[src/rtl/data_cache_ctrl.sv]
// Direct-mapped write-through, no-write-allocate data cache controller, one outstanding memory request.
// Latency: load hit returns data the cycle after acceptance; a miss returns it the cycle after mem_ack.
// Backpressure: cpu_ready is high only in IDLE; memory requests are held stable until mem_ack.
// Optional hit/miss statistics counters are built when DCACHE_STATS_EN is defined.
module data_cache_ctrl #(
    parameter int LINES = 4,
    parameter int IDX_W = 2
) (
    input  logic        clock,
    input  logic        reset,
    input  logic        cpu_req,
    input  logic        cpu_we,
    input  logic [31:0] cpu_addr,
    input  logic [31:0] cpu_wdata,
    output logic        cpu_ready,
    output logic        cpu_rvalid,
    output logic [31:0] cpu_rdata,
    input  logic        flush,
    output logic        mem_req,
    output logic        mem_we,
    output logic [31:0] mem_addr,
    output logic [31:0] mem_wdata,
    input  logic        mem_ack,
    input  logic [31:0] mem_rdata
`ifdef DCACHE_STATS_EN
    ,
    output logic [15:0] hit_count,
    output logic [15:0] miss_count
`endif
);

    localparam int TAG_W = 30 - IDX_W;

    typedef enum logic [1:0] {
        IDLE    = 2'd0,
        RD_MISS = 2'd1,
        WR_THRU = 2'd2
    } state_t;

    state_t             state;
    logic [LINES-1:0]   valid;
    logic [TAG_W-1:0]   tag_mem  [LINES];
    logic [31:0]        data_mem [LINES];

    logic [IDX_W-1:0]   req_idx;
    logic [TAG_W-1:0]   req_tag;
    logic [IDX_W-1:0]   fill_idx;
    logic [TAG_W-1:0]   fill_tag;
    logic               lookup_hit;
    logic               accept;
    logic               load_hit;
    logic               load_miss;
    logic               store_hit;
    logic               fill;

    // Byte offset bits are architecturally ignored.
    logic               unused_byte_off;
    assign unused_byte_off = &{1'b0, cpu_addr[1:0]};

    // The in-flight fill target is recovered from the held memory address.
    assign req_idx    = cpu_addr[IDX_W+1:2];
    assign req_tag    = cpu_addr[31:IDX_W+2];
    assign fill_idx   = mem_addr[IDX_W+1:2];
    assign fill_tag   = mem_addr[31:IDX_W+2];

    assign lookup_hit = valid[req_idx] && (tag_mem[req_idx] == req_tag);
    assign accept     = (state == IDLE) && cpu_req;
    // A flush in the same cycle as a load forces that load to miss.
    assign load_hit   = accept && !cpu_we && lookup_hit && !flush;
    assign load_miss  = accept && !cpu_we && !(lookup_hit && !flush);
    assign store_hit  = accept && cpu_we && lookup_hit;
    assign fill       = (state == RD_MISS) && mem_ack;

    assign cpu_ready  = (state == IDLE);

    // Controller FSM with registered CPU response and memory request outputs.
    always_ff @(posedge clock or negedge reset) begin
        if (!reset) begin
            state      <= IDLE;
            cpu_rvalid <= 1'b0;
            cpu_rdata  <= 32'h0;
            mem_req    <= 1'b0;
            mem_we     <= 1'b0;
            mem_addr   <= 32'h0;
            mem_wdata  <= 32'h0;
        end else begin
            cpu_rvalid <= 1'b0;
            case (state)
                IDLE: begin
                    if (load_hit) begin
                        cpu_rvalid <= 1'b1;
                        cpu_rdata  <= data_mem[req_idx];
                    end else if (load_miss) begin
                        state    <= RD_MISS;
                        mem_req  <= 1'b1;
                        mem_we   <= 1'b0;
                        mem_addr <= {cpu_addr[31:2], 2'b00};
                    end else if (accept) begin
                        state     <= WR_THRU;
                        mem_req   <= 1'b1;
                        mem_we    <= 1'b1;
                        mem_addr  <= {cpu_addr[31:2], 2'b00};
                        mem_wdata <= cpu_wdata;
                    end
                end
                RD_MISS: begin
                    if (mem_ack) begin
                        state      <= IDLE;
                        mem_req    <= 1'b0;
                        cpu_rvalid <= 1'b1;
                        cpu_rdata  <= mem_rdata;
                    end
                end
                WR_THRU: begin
                    if (mem_ack) begin
                        state   <= IDLE;
                        mem_req <= 1'b0;
                    end
                end
                default: begin
                    state   <= IDLE;
                    mem_req <= 1'b0;
                end
            endcase
        end
    end

    // Valid bits: flush wins over a coincident fill so the line stays invalid.
    always_ff @(posedge clock or negedge reset) begin
        if (!reset) begin
            valid <= '0;
        end else if (flush) begin
            valid <= '0;
        end else if (fill) begin
            valid[fill_idx] <= 1'b1;
        end
    end

    // Tag/data storage needs no reset since every use is qualified by valid.
    always_ff @(posedge clock) begin
        if (fill) begin
            tag_mem[fill_idx]  <= fill_tag;
            data_mem[fill_idx] <= mem_rdata;
        end else if (store_hit) begin
            data_mem[req_idx] <= cpu_wdata;
        end
    end

`ifdef DCACHE_STATS_EN
    // Saturating per-load hit/miss counters, cleared only by reset.
    always_ff @(posedge clock or negedge reset) begin
        if (!reset) begin
            hit_count  <= 16'h0;
            miss_count <= 16'h0;
        end else begin
            if (load_hit && (hit_count != 16'hFFFF)) begin
                hit_count <= hit_count + 16'h1;
            end
            if (load_miss && (miss_count != 16'hFFFF)) begin
                miss_count <= miss_count + 16'h1;
            end
        end
    end
`endif

endmodule

[config.mk]
export PLATFORM = sky130hd
export DESIGN_NAME = data_cache_ctrl
export DESIGN_NICKNAME = d
export VERILOG_FILES = /design/src/rtl/data_cache_ctrl.sv
export SDC_FILE = /design/constraint.sdc
export NUM_CORES = 1
export LEC_CHECK = 0
export CAP_MARGIN = 20
export CORE_MARGIN = 2
export CORE_UTILIZATION = 50
export CTS_BUF_LIST = sky130_fd_sc_hd__clkbuf_4 sky130_fd_sc_hd__clkbuf_8
export CTS_CLUSTER_SIZE = 16
export DETAILED_ROUTE_END_ITERATION = 7
export PLACE_DENSITY = 0.85
export SYNTH_ARGS = -nofsm -noshare
export SYNTH_HDL_FRONTEND = slang
export SYNTH_SLANG_ARGS = --single-unit
[constraint.sdc]
create_clock -name clock -period 13.25 [get_ports clock]
set_input_delay 1.325 -clock clock [delete_from_list [all_inputs] [get_ports clock]]
set_output_delay 1.325 -clock clock [all_outputs]
set_load 0.01 [all_outputs]
**After elaboration in Yosys (flattened, before gate mapping)**

Memory sizes are Yosys's and may differ from the RTL's.
Cells that the tools add are included.

- Word-level logic and storage cells: 81
- Latch bits: 0
- ROM bits: 0
- Output and inout bits: 100
- Bits in writable memories: 240
- Register bits after elaboration: 105
- Memories kept: 2

- Shift operators: 0
- Add/sub/neg operators: 0
- Bitwise gates (word level): 3
- Multiplexer cells: 33
- Reduce and logical (&&, ||, !) cells: 24
- $lt $le $gt $ge: 3
- Multiply operators: 0
- Div/mod/pow operators: 0
- Equality and inequality tests: 8

Memories:

| memory | depth | width | read ports | clocked after Yosys merged registers in | wr ports | line | RTL |
|---|---|---|---|---|---|---|---|
| data_mem | 4 | 32 | 1 | 0 | 1 | 43 | `logic [31:0] data_mem [LINES];` |
| tag_mem | 4 | 28 | 1 | 0 | 1 | 42 | `logic [TAG_W-1:0] tag_mem [LINES];` |

Operators by type and width:

| cell | number |
|---|---|
| 32-bit 2-to-1 mux | 5 |
| 32-bit case mux with 2 select lines | 1 |
| 32-bit OR reduction | 1 |
| 28-bit == test | 1 |
| 1-bit 2-to-1 mux | 15 |
| 1-bit logical AND | 11 |
| 2-bit 2-to-1 mux | 5 |
| 3-bit AND reduction | 3 |
| 4-bit 2-to-1 mux | 2 |
| 2-bit by 3-bit < comparator with 1-bit output (second input constant) | 2 |
| 2-bit nonzero test | 3 |
| 2-bit by 1-bit inequality test with 1-bit output (second input constant) | 2 |
| 2-bit inequality test (second input constant) | 2 |
| 4-bit OR | 1 |
| 1-bit case mux with 2 select lines | 2 |
| 2-bit case mux with 2 select lines | 1 |
| 4-bit AND reduction | 1 |
| 1-bit logical NOT | 3 |
| 3-bit by 1-bit inequality test with 1-bit output (second input constant) | 1 |
| 1-bit binary-select mux with 2-bit select | 1 |
| 1-bit demux with 2-bit select | 1 |
| 2-bit by 1-bit == test with 1-bit output (second input constant) | 1 |
| 2-bit == test (second input constant) | 1 |
| 2-bit by 1-bit >= comparator with 1-bit output (second input constant) | 1 |
| other kinds (3) | 4 |

**Longest topological paths before layout**

Gate-level depths: netlist of the first run.

- Word-level depth: 9
- Gate-level depth with buffers: 12
- Depth with buffers taken out: 7

**Least setup slack after synthesis of the first run**

No wires, ideal clock.

- Path type: input to register
- Start point: in cpu_addr[2]
- End point: mem data_mem[1][0] (enable)
- Slack: 7.095 ns
- Data arrival time: 5.683 ns
- Required time: 12.778 ns
- Stages: 11
- Buffers on the path: 4
- Cells stage by stage: buf_6 > buf_12 > buf_12 > mux2i_1 > mux2_2 > o21bai_1 > o2111ai_1 > nor2_2 > nand3_4 > buf_6 > o32ai_1

- Word-level cells in the longest chain between the ends: 9
- Elaborated cells between the ends (all ways): 12
- Those cells by class: 1 x eq/ne; 7 x mux; 3 x reduce/logical; 1 x memory

Ends and longest elaborated chain:

| what | line | RTL |
|---|---|---|
| from (decl) | 13 | `input logic [31:0] cpu_addr,` |
| memory 4 x 28 bit or 1-bit binary-select mux with 2-bit select (tied branches) | n/a |  |
| 28-bit == test or 1-bit 2-to-1 mux (tied branches) | 66 | `assign lookup_hit = valid[req_idx] && (tag_mem[req_idx] == req_tag);` |
| 1-bit logical AND | 66 |  |
| 1-bit logical AND | 71 | `assign store_hit = accept && cpu_we && lookup_hit;` |
| 1-bit 2-to-1 mux | 144 | `end else if (store_hit) begin` |
| 1-bit 2-to-1 mux | 141 | `if (fill) begin` |
| 1-bit 2-to-1 mux (implied by the code) | 145 | `data_mem[req_idx] <= cpu_wdata;` |
| 32-bit OR reduction (no source line) | n/a |  |
| 2-bit 2-to-1 mux (no source line) or 1-bit 2-to-1 mux (tied branches) | n/a |  |
| to (decl) | 43 |  |

Several ways; a longest one is shown, not always the timed one. The select of a mux whose other input is x is not followed.

**Worst setup path in the final report of the first run**

- Start point: in cpu_addr[2]
- End point: mem data_mem[1][13] (enable)

The elaborated chain is that of the path after synthesis.

==> results_dict.tcl, run 1 <==
set metrics [dict create \
    status "finished clean" \
    drt-met1-wl_microns 13200 \
    rsz0062_at_grt "false" \
    fin_crit_sh 0.451 \
    yosys_warnings 0 \
    ctsResizeCount 0 \
    synth-simple-area-share 0.0497 \
    gp_congestion 0.826 \
    synthDistinctLibCells 54 \
    cts_tree "built" \
    critPathLaunch "cpu_addr[2]" \
    yosys-mux-area-fraction 0.206 \
    cts.sinks 343 \
    postSynthCellCount 841 \
    cts_buffer_depth 3 \
    arrival_ns 6.19 \
    p_per_area_nw_per_um2 193 \
    clock_latency_ns 0.58 \
    gr-total-overflow 0 \
    die_height_microns 174 \
    grt_pass1_vias 8707 \
    dr_wl_met3_microns 1600 \
    synth_top_family_by_area "multiplexers" \
    ys_ff_latch 343 \
    hold_depth 2 \
    area_growth_pct 24.4 \
    reg2reg_depth 8 \
    grt_start_max_net_pins 64 \
    worstReg2RegEnd "data_mem[1][13]" \
    post-place-cells 1397 \
    met2_length_microns 15900 \
    hold_violations 0 \
    slew_headroom 0.331 \
    final_common_cell "edfxtp_1" \
    hold_end "valid[1]" \
    final_cell_mix "edfxtp_1, clkdlybuf4s50_1, nand2_1" \
    finalSetupTns_ns 0 \
    postCtsSetupBuffers 0 \
    cts-root-buf "clkbuf_8" \
    cts.clk_slew.worst_paths_ns 0.06 \
    criticalPathCategory "input port to register" \
    antenna_left 0 \
    end_kind "register" \
    max_freq_mhz 167 \
    synthXorXnorAreaFrac 0.0206 \
    crit_fanout 52 \
    syn_area_per_cell_sq_um 17.2 \
    fillCellCount 1961 \
    cts_made_buffers 54 \
    core_sq_um 28600 \
    drcViolationCount 0 \
    routed.top_layer "met4" \
    regArea_sq_um 9780 \
    drt_iter0_drc 528 \
    drt_first_pass_iters 5 \
    antennaDiodeCount 0 \
    setup_viol 0 \
    viasPerCell 5.40 \
    r2r_start "tag_mem[2][26]" \
    min_period_ns 5.98 \
    final.setup_skew_ns 0.0205 \
    vdd_drop_max_mv 0.111 \
    start_kind "input port" \
    num_rows 62 \
    ys_seq_area_frac 0.677 \
    hold_buffers 0 \
    grt_pass1_wl_microns 49100 \
    start_util 0.505 \
    max_slew.worst_pin.slew_ns 1.00 \
    synth_fa_ha_area_frac 0.00173 \
    portBuffers 197 \
    nets 1174 \
    grt_usage 0.210 \
    synth_area_sq_um 14500 \
    multi_input_area_sq_um 4410 \
    async_flop_share 0.300 \
    io_pins 202 \
    htree_levels 2 \
    final_layout_size_suffix_gt1_frac 0.269 \
    die_w_microns 174 \
    vias 8100 \
    cp_data_required_time_ns 13.46 \
    fin_cells 1499 \
    routedWlPerCell_microns 21.0 \
    synth_edf_count 240 \
    fin_util 0.628 \
    synth_ff_type "edfxtp_1" \
    r2r_slack_ns 9.05 \
    hpwl_microns 19300 \
    die_area_sq_um 30300 \
    wl_microns 31500 \
    finalMaxSlewViolations 0 \
    worstHoldPathType "register to register" \
    synth_compound_area_frac 0.0218 \
    antenna_found_initial 0 \
    min-delay-start "valid[1]" \
    p_leak_nw 6.84 \
    cap_viol_max_count 0 \
]
==> cell usage after synthesis, types with 2 or more instances <==
cell	number	area share
nand4_1	6	0.0026
nand3_1	4	0.0014
nor2_1	15	0.0039
mux2i_1	31	0.021
o32ai_1	5	0.0030
ha_1	2	0.0017
dfrtp_1	103	0.18
buf_12	2	0.0028
buf_2	5	0.0017
buf_1	5	0.0013
inv_1	16	0.0042
and3_1	2	0.00087
edfxtp_1	240	0.50
nand2_1	107	0.028
o21ai_0	5	0.0017
xor2_1	13	0.0079
o31ai_1	2	0.0010
mux2_2	71	0.055
xnor2_1	21	0.013
buf_4	4	0.0021
a21oi_1	11	0.0038
nor4_1	3	0.0013
nor3_1	12	0.0042
mux2_4	58	0.060
clkbuf_1	12	0.0031
buf_6	11	0.0086
mux4_2	44	0.069
a221oi_1	2	0.0012
o22ai_1	3	0.0013
nand2b_1	2	0.00087
==> metrics by stage <==
| step | hold WS, ns | area, sq um | total power [mW] | setup slack, ns |
|---|---|---|---|---|
| 4_1_cts | 0.502 | 18000 | 3.50 | 7.35 |
| 6_report | 0.502 | 18000 | 3.47 | 7.27 |
| 3_5_place_dp | 0.488 | 16800 | 2.55 | 6.74 |
| 3_3_place_gp | 0.479 | 16800 | 2.51 | 6.86 |
| 2_1_floorplan | 0.459 | 14500 | 2.05 | 7.10 |
| 5_1_grt | 0.516 | 18000 | 3.63 | 6.97 |
==> how the worst max path moves through the flow <==
stage | endpoint | slack (ns) | cells after the start
finish | data_mem[1][13] | 7.27 | 10
floorplan | data_mem[1][0] | 7.10 | 11
detailed placement | data_mem[1][13] | 6.74 | 10
CTS | data_mem[1][15] | 7.35 | 10
global placement | data_mem[1][13] | 6.86 | 10
global route | data_mem[1][13] | 6.97 | 10
==> critical path: stages <==
cell and delay, ns:
buf_4 0.74, buf_4 0.62, mux2i_1 0.28, xor2_1 0.16, nand4_1 0.11, nor4_1 0.71, o2111a_2 0.48, nand3_4 0.67
o32ai_4 0.47, buf_4 0.51
==> cells by family after synthesis <==
kind of cell,count (synthesis)
fa+ha+maj,2
compound gates,41
other cells,1
xor+xnor,34
mux,204
flops,343
simple gates,161
buf+inv,55
==> state kept, by name, summed over array words and instances, names as in the netlist <==
signal      cells
mem_req         1
mem_wdata      32
cpu_rdata      32
valid           4
mem_we          1
state           2
data_mem      128
mem_addr       30
cpu_rvalid      1
tag_mem       112
==> report_power, final <==
part	total, mW	switching [mW]	internal [mW]
registers	1.57	0.141	1.42
logic	0.961	0.423	0.537
clock network	0.943	0.406	0.537
total	3.47	0.970	2.50
==> per-layer routing <==
metal / global-route usage / up-vias
li1: - / 3661
met1: 0.272 / 4141
met2: 0.358 / 237
met3: 0.0424 / 61
met4: 0.0718 / 0
met5: 0 / -
==> final cells by class <==
class | instances | share of cell area
sequential | 343 | 0.544
multi-input combinational | 444 | 0.245
timing repair buffer | 211 | 0.116
clock buffer | 78 | 0.0548
tap | 384 | 0.0267
clock inverter | 23 | 0.00995
inverter | 16 | 0.00334
Power figures use the tool's default switching activity.
==> inputs of run 2 (changes only) <==
clock period = 5.55 ns   (was 13.25 ns; I/O delays follow)
==> run 2 against run 1 <==
  * Routed wire length is 0.20% lower
  * Register-to-register slack worse by 6.9 ns
  * First-iteration DRC count is 3.4% higher
  * Non-clock buffer count is 2 higher
  * Combinational power is 140% higher
  * Count of clock-buffer cells in the layout is 2 lower
  * Sequential power is 140% higher
  * Critical path depth stayed put
  * Utilization is 0.21 points lower
  * Clock power is 120% higher
  * Largest power group unchanged
==> results_dict.tcl, run 2 (synthesis gave the netlist of run 1 again) <==
set metrics [dict create \
    hpwl_microns 19600 \
    hold_violations 0 \
    p_leak_nw 6.81 \
    viasPerCell 5.47 \
    io_pins 202 \
    cap_viol_max_count 0 \
    criticalPathCategory "input port to register" \
    worstHoldPathType "input port to async pin" \
    arrival_ns 4.11 \
    cp_common_cell "buf_4" \
    worstPathCellList "buf_4 > buf_4 > mux4_2 > o32a_1 > and4b_1 > nand3b_1 > nor2_2 > nand3_4 > buf_4 > mux2_2" \
    start_util 0.505 \
    crit_slowest_cell "buf_4" \
    grt_pass1_vias 8686 \
    min_period_ns 3.78 \
    clock_latency_ns 0.59 \
    r2r_slack_ns 2.16 \
    antennaDiodeCount 0 \
    finalMaxSlewViolations 0 \
    max_freq_mhz 265 \
    final_cell_mix "edfxtp_1, clkdlybuf4s50_1, nand2_1" \
    multi_input_area_sq_um 4410 \
    die_w_microns 174 \
    final_common_cell "edfxtp_1" \
    total_power_mw 8.16 \
    nets 1174 \
    final_cell_area_sq_um 17900 \
    crit_fanout 48 \
    final_layout_size_suffix_gt1_frac 0.268 \
    grt_pass1_wl_microns 48300 \
    finalSetupTns_ns 0 \
    vias 8194 \
    fin_util 0.626 \
    start_kind "input port" \
    die_height_microns 174 \
    max_slew.worst_pin.slew_ns 0.996 \
    cts.clk_slew.worst_paths_ns 0.06 \
    fin_crit_sh 0.681 \
    core_sq_um 28600 \
    cts_made_buffers 52 \
    htree_levels 2 \
    antenna_left 0 \
    cts_tree "built" \
    placed_area_sq_um 16800 \
    cp_data_required_time_ns 5.88 \
    wl_microns 31400 \
    die_area_sq_um 30300 \
    routedWlPerCell_microns 21.0 \
    num_rows 62 \
    fillCellCount 2027 \
    final.setup_skew_ns 0.0367 \
    gr-total-overflow 0 \
    postCtsSetupBuffers 0 \
    drt_iter0_drc 546 \
    reg.largest.list "data_mem: 128 flops, tag_mem: 112 flops" \
    end_kind "register" \
    gp_congestion 0.826 \
    holdWs_ns 0.102 \
    cts-root-buf "clkbuf_8" \
    status "finished clean" \
    grt_usage 0.207 \
    hold_buffers 0 \
    drcViolationCount 0 \
    cts_buffer_depth 3 \
    cp_slowest_stage_delay_ns 0.64 \
    portBuffers 197 \
    rsz0062_at_grt "false" \
    largest_register_ffs 128 \
    antenna_found_initial 0 \
    grt_start_max_net_pins 67 \
    drt_first_pass_iters 5 \
    ctsResizeCount 0 \
    vdd_drop_max_mv 0.255 \
    area_growth_pct 24.0 \
    regArea_sq_um 9780 \
    cts.sinks 343 \
    p_per_area_nw_per_um2 455 \
    slew_headroom 0.336 \
    setup_viol 0 \
    top_register "data_mem" \
]
## run 2: report_power, final
group	leakage, nW	switching (mW)	internal (mW)
clock	0.580	0.960	1.16
combinational	2.82	1.02	1.28
sequential	3.41	0.341	3.40
total	6.81	2.32	5.84
## run 2: cell type report
type                            count  area share
Sequential cell                   343       0.546
Clock buffer                       76      0.0535
Tap cell                          384      0.0268
Timing Repair Buffer              213       0.117
Inverter                           16     0.00335
Multi-Input combinational cell    444       0.246
Clock inverter                     21     0.00733
## run 2: critical path: cells and delay by family
family,cells,cell delay (ns)
compound gates,1,0.18
buf+inv,3,1.67
mux,2,1.01
simple gates,4,0.57
## run 2: metrics by stage
step           cells  setup slack, ns
5_1_grt         1497             1.61
2_1_floorplan    842            0.165
6_report        1497             1.77
3_5_place_dp    1399             1.19
4_1_cts         1496             1.81
3_3_place_gp    1399             1.23
## run 2: worst paths after layout
kind                               start         endpoint  depth (start not counted)
min reg2reg                mem_wdata[23]    mem_wdata[23]                          1
min                                reset     mem_addr[15]                          1
max reg2reg                     state[1]  data_mem[0][16]                          8
max                          cpu_addr[2]   data_mem[3][2]                         10
max in group asynchronous          reset    cpu_rdata[26]                          2
min in group clock         mem_wdata[23]    mem_wdata[23]                          1
## run 2: routing by layer
layer / wire (microns) / up-vias / track usage / part of all wire
li1: - / 3660 / - / -
met1: 12800 / 4158 / 0.264 / 0.41
met2: 15800 / 310 / 0.354 / 0.50
met3: 1790 / 66 / 0.0392 / 0.057
met4: 1010 / 0 / 0.0788 / 0.032
met5: 0 / - / 0 / 0
==> inputs of run 3 (changes only) <==
PLACE_DENSITY = 0.88   (was 0.85)
clock period = 3.29 ns   (was 5.55 ns; I/O delays follow)
==> run 3 against run 2 <==
  * Sequential power grew 70%
  * Critical path depth decreased by 2
  * Clock power rose by 82%
  * Via count is 0.89% higher
  * Largest power group unchanged
  * Clock skew down 0.023 ns
  * Non-clock buffer count increased by 23
  * Setup slack worse by 1.4 ns
  * Sequential share of layout area shrank 1.5 points
  * Sequential cell count did not move
==> results_dict.tcl, run 3 (synthesis gave the netlist of run 1 again) <==
set metrics [dict create \
    routedWlPerCell_microns 21.1 \
    top_register "data_mem" \
    grt_pass1_wl_microns 50800 \
    clock_latency_ns 0.57 \
    reg.largest.list "data_mem: 128 flops, tag_mem: 112 flops" \
    crit_fanout 32 \
    fin_ws_ns 0.326 \
    final_common_cell "edfxtp_1" \
    max_slew.worst_pin.slew_ns 0.764 \
    post-place-cells 1422 \
    grt_usage 0.216 \
    cts.clk_slew.worst_paths_ns 0.07 \
    drt_first_pass_iters 5 \
    grt_pass1_vias 8984 \
    cp_slowest_stage_delay_ns 0.48 \
    gr-total-overflow 0 \
    vdd_drop_max_mv 0.507 \
    min_period_ns 2.96 \
    status "finished clean" \
    core_sq_um 28600 \
    die_height_microns 174 \
    criticalPathCategory "register to register" \
    start_kind "register" \
    hold_end "mem_wdata[14]" \
    r2r_start "tag_mem[3][11]" \
    final_cell_mix "edfxtp_1, clkdlybuf4s50_1, nand2_1" \
    drt_iter0_drc 483 \
    antenna_found_initial 1 \
    start_util 0.505 \
    cts_buffer_depth 3 \
    hold_buffers 1 \
    htree_levels 2 \
    worstHoldPathType "input port to register" \
    hold_violations 0 \
    cap_viol_max_count 0 \
    reg2reg_depth 8 \
    vias 8267 \
    p_per_area_nw_per_um2 772 \
    worstReg2RegEnd "data_mem[1][15]" \
    rsz0062_at_grt "false" \
    fin_crit_sh 0.901 \
    r2r_slack_ns 0.33 \
    final_layout_size_suffix_gt1_frac 0.281 \
    end_kind "register" \
    drcViolationCount 0 \
    die_area_sq_um 30300 \
    min-delay-start "cpu_wdata[14]" \
    hpwl_microns 20500 \
    antenna_left 0 \
    hold_depth 2 \
    die_w_microns 174 \
    cts_made_buffers 54 \
    cts_tree "built" \
    nets 1199 \
    wl_microns 32200 \
    area_growth_pct 27.4 \
    crit_slowest_cell "mux4_2" \
    place_ws_ns 0.0169 \
    max_freq_mhz 337 \
    cp_data_required_time_ns 3.55 \
    postCtsSetupBuffers 0 \
    p_leak_nw 7.04 \
    finalMaxSlewViolations 0 \
    ctsResizeCount 0 \
    cts.sinks 343 \
    total_power_mw 14.2 \
    portBuffers 197 \
    final.setup_skew_ns 0.0134 \
    fin_cells 1525 \
    num_rows 62 \
    cts-root-buf "clkbuf_8" \
    cp_top_family "compound AO/OA/AOI/OAI gates" \
    slew_headroom 0.491 \
    io_pins 202 \
    arrival_ns 3.22 \
    largest_register_ffs 128 \
    gp_congestion 0.847 \
    worstPathCellList "mux4_2 > xnor2_1 > nand4_1 > nor4b_2 > o2111a_2 > nand3_4 > o32ai_4 > buf_12" \
    viasPerCell 5.42 \
    grt_start_max_net_pins 54 \
    path_buf_inv 1 \
    setup_viol 0 \
]
==> run 3: cell types whose count changed in the layout (fill, tap and decap cells not counted), moves of 3 or more <==
cell       previous run  this run
clkbuf_4             14         6
buf_4                17        24
xnor2_1              21        18
bufinv_16             1         6
clkbuf_8             62        59
buf_12                1        16
xnor2_2               0         3
clkinv_1              9        18
==> run 3: worst max path at each step <==
stage                        start  cells past startpoint               to
floorplan              cpu_addr[2]                     10   data_mem[1][0]
global placement       cpu_addr[2]                      9  data_mem[1][16]
detailed placement     cpu_addr[2]                      9  data_mem[1][16]
CTS                 tag_mem[3][11]                      8  data_mem[1][13]
global route        tag_mem[3][11]                      8  data_mem[1][15]
finish              tag_mem[3][11]                      8  data_mem[1][15]
==> run 3: per-stage QoR <==
stage,hold WS (ns),utilization,TNS (ns),cell area [sq um]
2_1_floorplan,0.0334,-,-8.50,14600
3_3_place_gp,0.443,0.602,0,17200
3_5_place_dp,0.442,0.602,0,17200
4_1_cts,0.375,0.643,0,18400
5_1_grt,0.380,0.643,0,18400
6_report,0.405,0.643,0,18400
==> run 3: worst register-to-register path, cell delays in order, from the launching register on <==
cell	delay (ns)
edfxtp_1	0.37
mux4_2	0.48
xnor2_1	0.21
nand4_1	0.16
nor4b_2	0.31
o2111a_2	0.36
nand3_4	0.15
o32ai_4	0.32
buf_12	0.27
==> run 3: power breakdown <==
part	total (mW)	internal, mW	switching (mW)
sequential	6.35	5.74	0.611
combinational	4.01	2.26	1.75
clock	3.85	2.20	1.65
==> run 3: final cells by class <==
cell class              count  area (sq um)
fillers                  1929         10200
flip-flops and latches    343          9780
multi-input cells         444          4460
repair buffers            236          2460
clock buffers              65           857
well taps                 384           480
clock inverters            36           314
inverters                  16          60.1
diodes                      1          2.50
==> run 3: per-layer routing <==
layer | global-route usage | part of all wire | vias to the layer above
met2 | 0.376 | 0.52 | 292
met3 | 0.0367 | 0.051 | 62
met4 | 0.0805 | 0.028 | 0
li1 | - | - | 3703
met5 | 0 | 0 | -
met1 | 0.274 | 0.40 | 4210
